## src/rtl/pr_timer.sv

```systemverilog
// pr_timer: programmable countdown timer on the peripheral bus.
// CTRL (00), PRESET (01), COUNT (10, read-only) are decoded from Addr[3:2].
// One-shot and auto-reload periodic modes; IRQ = IM & irq_flag, registered.
// Optional build macro PR_TIMER_PRESCALE_EN adds the 8-bit prescaler (CTRL[15:8]).
module pr_timer (
  input  logic        clk,
  input  logic        reset,
  input  logic [31:0] Addr,
  input  logic        We,
  input  logic [31:0] Din,
  output logic [31:0] Dout,
  output logic        IRQ
);

  typedef enum logic [1:0] {
    ST_IDLE = 2'd0,
    ST_LOAD = 2'd1,
    ST_CNT  = 2'd2,
    ST_INT  = 2'd3
  } state_t;

  state_t      state_r, state_nxt_s;
  logic        enable_r, enable_nxt_s;
  logic [1:0]  mode_r, mode_nxt_s;
  logic        im_r, im_nxt_s;
  logic [31:0] preset_r, preset_nxt_s;
  logic [31:0] count_r, count_nxt_s;
  logic        irq_flag_r, irq_flag_nxt_s;
  logic        irq_r;
  logic        tick_s;
  logic        ctrl_wr_s;
  logic        preset_wr_s;
  logic        periodic_s;
  logic [7:0]  ps_rd_s;
  logic        unused_s;

  // Only Addr[3:2] is decoded; the bridge has already done chip select.
  assign unused_s    = ^{Addr[31:4], Addr[1:0]};
  assign ctrl_wr_s   = We && (Addr[3:2] == 2'b00);
  assign preset_wr_s = We && (Addr[3:2] == 2'b01);
  assign periodic_s  = (mode_r == 2'b01);
  assign IRQ         = irq_r;

`ifdef PR_TIMER_PRESCALE_EN
  logic [7:0] ps_r, ps_nxt_s;
  logic [7:0] presc_r;

  assign ps_rd_s = ps_r;
  assign tick_s  = (presc_r == ps_r);

  // Prescaler runs only while counting; it is held clear in IDLE, LOAD and INT.
  always_ff @(posedge clk or negedge reset) begin
    if (!reset) begin
      presc_r <= 8'd0;
    end else if (state_r == ST_CNT) begin
      if (tick_s) begin
        presc_r <= 8'd0;
      end else begin
        presc_r <= presc_r + 8'd1;
      end
    end else begin
      presc_r <= 8'd0;
    end
  end
`else
  assign ps_rd_s = 8'd0;
  assign tick_s  = 1'b1;
`endif

  // Next-state logic: timer state machine first, then bus writes override it.
  always_comb begin
    state_nxt_s    = state_r;
    enable_nxt_s   = enable_r;
    mode_nxt_s     = mode_r;
    im_nxt_s       = im_r;
    preset_nxt_s   = preset_r;
    count_nxt_s    = count_r;
    irq_flag_nxt_s = irq_flag_r;
`ifdef PR_TIMER_PRESCALE_EN
    ps_nxt_s       = ps_r;
`endif

    case (state_r)
      ST_IDLE: begin
        if (enable_r) begin
          state_nxt_s = ST_LOAD;
        end else begin
          state_nxt_s = ST_IDLE;
        end
      end
      ST_LOAD: begin
        count_nxt_s    = preset_r;
        irq_flag_nxt_s = 1'b0;  // ends the single-cycle periodic pulse
        state_nxt_s    = ST_CNT;
      end
      ST_CNT: begin
        if (!enable_r) begin
          state_nxt_s = ST_IDLE;
        end else if (count_r == 32'd0) begin
          state_nxt_s = ST_INT;
        end else if (tick_s) begin
          count_nxt_s = count_r - 32'd1;
          state_nxt_s = ST_CNT;
        end else begin
          state_nxt_s = ST_CNT;
        end
      end
      ST_INT: begin
        irq_flag_nxt_s = 1'b1;
        if (periodic_s) begin
          state_nxt_s = ST_LOAD;
        end else begin
          enable_nxt_s = 1'b0;
          state_nxt_s  = ST_IDLE;
        end
      end
      default: begin
        state_nxt_s = ST_IDLE;
      end
    endcase

    // Bus writes win over whatever the state machine decided this edge;
    // a forced restart or stop also holds COUNT where it is.
    if (ctrl_wr_s) begin
      enable_nxt_s   = Din[0];
      mode_nxt_s     = Din[2:1];
      im_nxt_s       = Din[3];
      irq_flag_nxt_s = 1'b0;
      count_nxt_s    = count_r;
`ifdef PR_TIMER_PRESCALE_EN
      ps_nxt_s       = Din[15:8];
`endif
      if (Din[0]) begin
        state_nxt_s = ST_LOAD;
      end else begin
        state_nxt_s = ST_IDLE;
      end
    end else if (preset_wr_s) begin
      preset_nxt_s = Din;
      if (enable_r) begin
        enable_nxt_s = enable_r;
        count_nxt_s  = count_r;
        state_nxt_s  = ST_LOAD;
      end else begin
        state_nxt_s = state_nxt_s;
      end
    end else begin
      state_nxt_s = state_nxt_s;
    end
  end

  // State and register file update; IRQ is registered from next-cycle values.
  always_ff @(posedge clk or negedge reset) begin
    if (!reset) begin
      state_r    <= ST_IDLE;
      enable_r   <= 1'b0;
      mode_r     <= 2'b00;
      im_r       <= 1'b0;
      preset_r   <= 32'd0;
      count_r    <= 32'd0;
      irq_flag_r <= 1'b0;
      irq_r      <= 1'b0;
    end else begin
      state_r    <= state_nxt_s;
      enable_r   <= enable_nxt_s;
      mode_r     <= mode_nxt_s;
      im_r       <= im_nxt_s;
      preset_r   <= preset_nxt_s;
      count_r    <= count_nxt_s;
      irq_flag_r <= irq_flag_nxt_s;
      irq_r      <= im_nxt_s & irq_flag_nxt_s;
    end
  end

`ifdef PR_TIMER_PRESCALE_EN
  // Prescale value register.
  always_ff @(posedge clk or negedge reset) begin
    if (!reset) begin
      ps_r <= 8'd0;
    end else begin
      ps_r <= ps_nxt_s;
    end
  end
`endif

  // Read mux, combinational from Addr[3:2] so the bridge sees it in the same cycle.
  always_comb begin
    Dout = 32'd0;
    case (Addr[3:2])
      2'b00:   Dout = {16'd0, ps_rd_s, 4'd0, im_r, mode_r, enable_r};
      2'b01:   Dout = preset_r;
      2'b10:   Dout = count_r;
      default: Dout = 32'd0;
    endcase
  end

endmodule

```

## config.mk

```make
export PLATFORM = sky130hd
export DESIGN_NAME = pr_timer
export DESIGN_NICKNAME = d
export VERILOG_FILES = /design/src/rtl/pr_timer.sv
export SDC_FILE = /design/constraint.sdc
export NUM_CORES = 1
export LEC_CHECK = 0
export CAP_MARGIN = 20
export CORE_MARGIN = 2
export CORE_UTILIZATION = 30
export CTS_CLUSTER_DIAMETER = 60
export DETAILED_ROUTE_END_ITERATION = 10
export PLACE_DENSITY = 0.5
export SETUP_SLACK_MARGIN = 0.3
export SLEW_MARGIN = 20
export SYNTH_ARGS = -nofsm -noshare
export SYNTH_HDL_FRONTEND = slang
export SYNTH_SLANG_ARGS = --single-unit
```

## constraint.sdc

```tcl
create_clock -name clk -period 3 [get_ports clk]
set_input_delay 0.6 -clock clk [delete_from_list [all_inputs] [get_ports clk]]
set_output_delay 0.6 -clock clk [all_outputs]
set_load 0.03 [all_outputs]
```

==> flow_summary_export.csv, run 1 <==
group,metric,value,unit
outcome,outcome,"complete, no violations",
grt,grt_overflow,0,
sta,setup_viol,0,
clock_tree,clk_latency,0.34,ns
floorplanning,dieArea,14710,um2
worst_setup_path,required,2.40,ns
clock_tree,cts_sinks,72,
grt,antenna_found_initial,0,
final_layout,area_growth,30.82,%
worst_setup_path,rrSetupSlack,0.46,ns
power_and_ir_drop,swShare,0.4071,
floorplanning,die_h,121.3,um
worst_setup_path,critPathLaunchType,"primary input",
power_and_ir_drop,p_int,0.002725,W
yosys,syn_inst,427,
clock_tree,clkTransAtPathRegs,0.05,ns
worst_setup_path,timing_worst_setup_path_type,"in2out",
final_layout,n_fill_cell,1340,
worst_setup_path,r2r_cells,8,
sta,finalCritPeriodShare,0.8520,
power_and_ir_drop,seqPwrFrac,0.387,
floorplanning,fp.coreArea,13350,um2
placed_design,portBuffers,69,
worst_setup_path,cp_data_arrival_time,1.96,ns
final_layout,nets,560,
drt,drtPass1Iterations,4,
grt,grt_usage,0.1712,
power_and_ir_drop,powerDensity,851.7,nW/um2
clock_tree,max-clock-path-buffers,2,
hold_path,hold_path_class,"in2async",
worst_setup_path,end_kind,"primary output",
placed_design,place.gp.congestion,0.7994,
clock_tree,htree_levels,3,
worst_setup_path,reg2reg_from,"count_r[0]",
power_and_ir_drop,vdd_drop_max,0.0003072,V
yosys,async_flop_share,1.000,
sta,hold_violations,0,
yosys,syn_area,4125,um2
grt,grt_pass1_wl,19590,um
clock_tree,hold_buffers,0,
sta,drv_slew,0,
clock_tree,cts_inserted_buffers,9,
sta,fin_skew,0.006482,ns
final_layout,drive_gt1_frac,0.2414,
floorplanning,die_w,121.3,um
yosys,yosysWarnings,0,
yosys,yosysUniqueCellTypes,51,
grt,grt_max_degree,73,
drt,routed_wl,12100,um
power_and_ir_drop,power_switching,0.001871,W
drt,drt_iter0_drc,194,
placed_design,hpwl,8086,um
run,max_cap_viol_count,0,
yosys,synth.yosys.seq_area_share,0.4368,
drt,drcViolationCount,0,
floorplanning,io_pins,100,
sta,fin_hold_ws,0.2942,ns
drt,drt-wirelength-per-cell,17.98,um
yosys,synth_edf_count,0,
yosys,yosys_register_bits,72,
sta,rsz0062_at_grt,"yes",
worst_setup_path,worstPathMaxFanout,28,
floorplanning,rows,42,
drt,antenna_left,0,
sta,worstMarginPinSlew,0.5375,ns
worst_setup_path,r2r-end,"count_r[21]",
power_and_ir_drop,power_frac_comb,0.399,
drt,vias_per_cell,5.459,
floorplanning,start_util,0.3091,
sta,relSlewSlack,0.6417,
final_layout,n_antenna_cell,0,
yosys,syn_nets,495,
sta,fmax,391.3,MHz
yosys,syn_area_per_cell,9.661,um2
clock_tree,cts_tree,"built",
sta,fin_crit,2.556,ns
drt,vias,3674,
sta,setup_tns,0,ns
power_and_ir_drop,power.share.clock,0.215,
power_and_ir_drop,leakage,2.158,nW
grt,grt_pass1_vias,3747,
clock_tree,cts_root_buf,"clkbuf_16",
yosys,synthFlopType,"dfrtp_1",
[routing by layer]
| layer | track usage | part of all wire | vias to the layer above |
|---|---|---|---|
| met5 | 0 | 0 | - |
| met4 | 0.06034 | 0.0080 | 0 |
| met3 | 0.03148 | 0.048 | 7 |
| met2 | 0.2781 | 0.48 | 81 |
| met1 | 0.2285 | 0.46 | 1825 |
| li1 | - | - | 1761 |
[flip-flops by register name (all words and copies together) (netlist names)]
name,cells
IRQ,1
count_r,32
enable_r,1
im_r,1
irq_flag_r,1
mode_r,2
preset_r,32
state_r,2
[through the flow]
stage | worst slack (ns) | std cells | area, um2 | total power, W | util
detailed placement | 0.3199 | 656 | 5114 | 0.003616 | 0.3831
CTS | 0.3045 | 672 | 5380 | 0.004627 | 0.4031
global route | 0.2776 | 673 | 5396 | 0.004924 | 0.4043
global placement | 0.3374 | 656 | 5114 | 0.003578 | 0.3831
finish | 0.4441 | 673 | 5396 | 0.004596 | 0.4043
floorplan | 0.5717 | 427 | 4125 | 0.002910 | -
[cells in the mapped netlist (all sizes together) (5+ instances only)]
master	n	area (um2)
nand3	5	25.02
a21oi	25	128.9
a22o	29	254.0
nor2	23	86.33
or4	6	45.04
nor3	10	50.05
nor4	16	130.1
dfrtp	72	1802
a31oi	19	118.9
mux2i	6	60.06
a22oi	6	45.04
o21ai	27	135.1
nand2	33	123.9
o22ai	8	50.05
inv	5	18.77
mux2	35	394.1
nor2b	7	43.79
clkbuf	27	101.4
or3	9	61.31
buf	11	58.80
[worst max path at each step]
stage,start,to,slack [ns]
3_3_place_gp,Addr[3],count_r[20],0.34
6_report,Addr[2],Dout[22],0.44
3_5_place_dp,count_r[0],count_r[0],0.32
4_1_cts,count_r[0],count_r[0],0.30
2_1_floorplan,Addr[2],Dout[13],0.57
5_1_grt,count_r[0],count_r[0],0.28
[cells by family after synthesis]
group / after synthesis / synth area share
simple gates: 128 / 0.1689
flops: 72 / 0.4368
mux: 41 / 0.1101
fa+ha+maj: 1 / 0.003033
buf+inv: 43 / 0.04337
compound gates: 142 / 0.2378
[cell usage in the layout, fill, tap and decap left out, types with 3 or more instances in the layout]
master | Yosys | final
a22oi_1 | 6 | 6
inv_1 | 5 | 5
mux2i_1 | 6 | 6
a31oi_1 | 19 | 19
a31o_2 | 3 | 3
or2_2 | 3 | 3
a21oi_1 | 24 | 24
dfrtp_1 | 72 | 72
nor3_1 | 10 | 10
nor4_1 | 14 | 14
or3_1 | 8 | 8
nor2b_1 | 7 | 4
nand2b_1 | 4 | 4
or4_1 | 6 | 6
nor2b_2 | 0 | 3
mux2_2 | 35 | 35
nor2_1 | 23 | 23
clkdlybuf4s50_1 | 0 | 35
clkinv_2 | 0 | 4
a22o_1 | 29 | 29
nand3_1 | 5 | 5
clkbuf_16 | 0 | 9
o22ai_1 | 8 | 8
buf_12 | 0 | 12
o22a_1 | 3 | 3
buf_4 | 1 | 43
o211a_1 | 3 | 3
o21ai_0 | 26 | 26
nand4_1 | 4 | 4
nand2_1 | 33 | 33
[critical path: stages]
cell and delay, ns:
clkdlybuf4s50_1 0.56, nor2b_2 0.22, buf_12 0.20, a22o_1 0.22, buf_12 0.14
[final cells by class]
type	instances	area, um2	area share
multi-input combinational	312	2158	0.4000
clock buffer	12	246.5	0.04568
inverter	5	18.77	0.003478
sequential	72	1802	0.3339
timing repair buffer	92	930.9	0.1725
tap	176	220.2	0.04081
clock inverter	4	20.02	0.003710
[timing repair]
action / CTS / global route
gates resized for setup: 0 / 2
buffers inserted: 0 / 1
setup endpoints to repair: 0 / 44
[power groups by stage]
stage	Combinational [W]	Sequential, W	Clock [W]
floorplan	0.00134	0.00156	0
global placement	0.00180	0.00177	0
detailed placement	0.00183	0.00178	0
CTS	0.00184	0.00177	0.00102
global route	0.00202	0.00184	0.00106
finish	0.00183	0.00178	0.000987
(Power assumes the default switching activity.)
==> run 2: changes to the inputs <==
--- a/config.mk
+++ b/config.mk
@@ -5,7 +5,6 @@
 export SDC_FILE = /design/constraint.sdc
 export NUM_CORES = 1
 export LEC_CHECK = 0
-export CAP_MARGIN = 20
 export CORE_MARGIN = 2
 export CORE_UTILIZATION = 30
 export CTS_CLUSTER_DIAMETER = 60
==> results of run 2 <==
Final layout, timing and power as in run 1 (identical DEF).
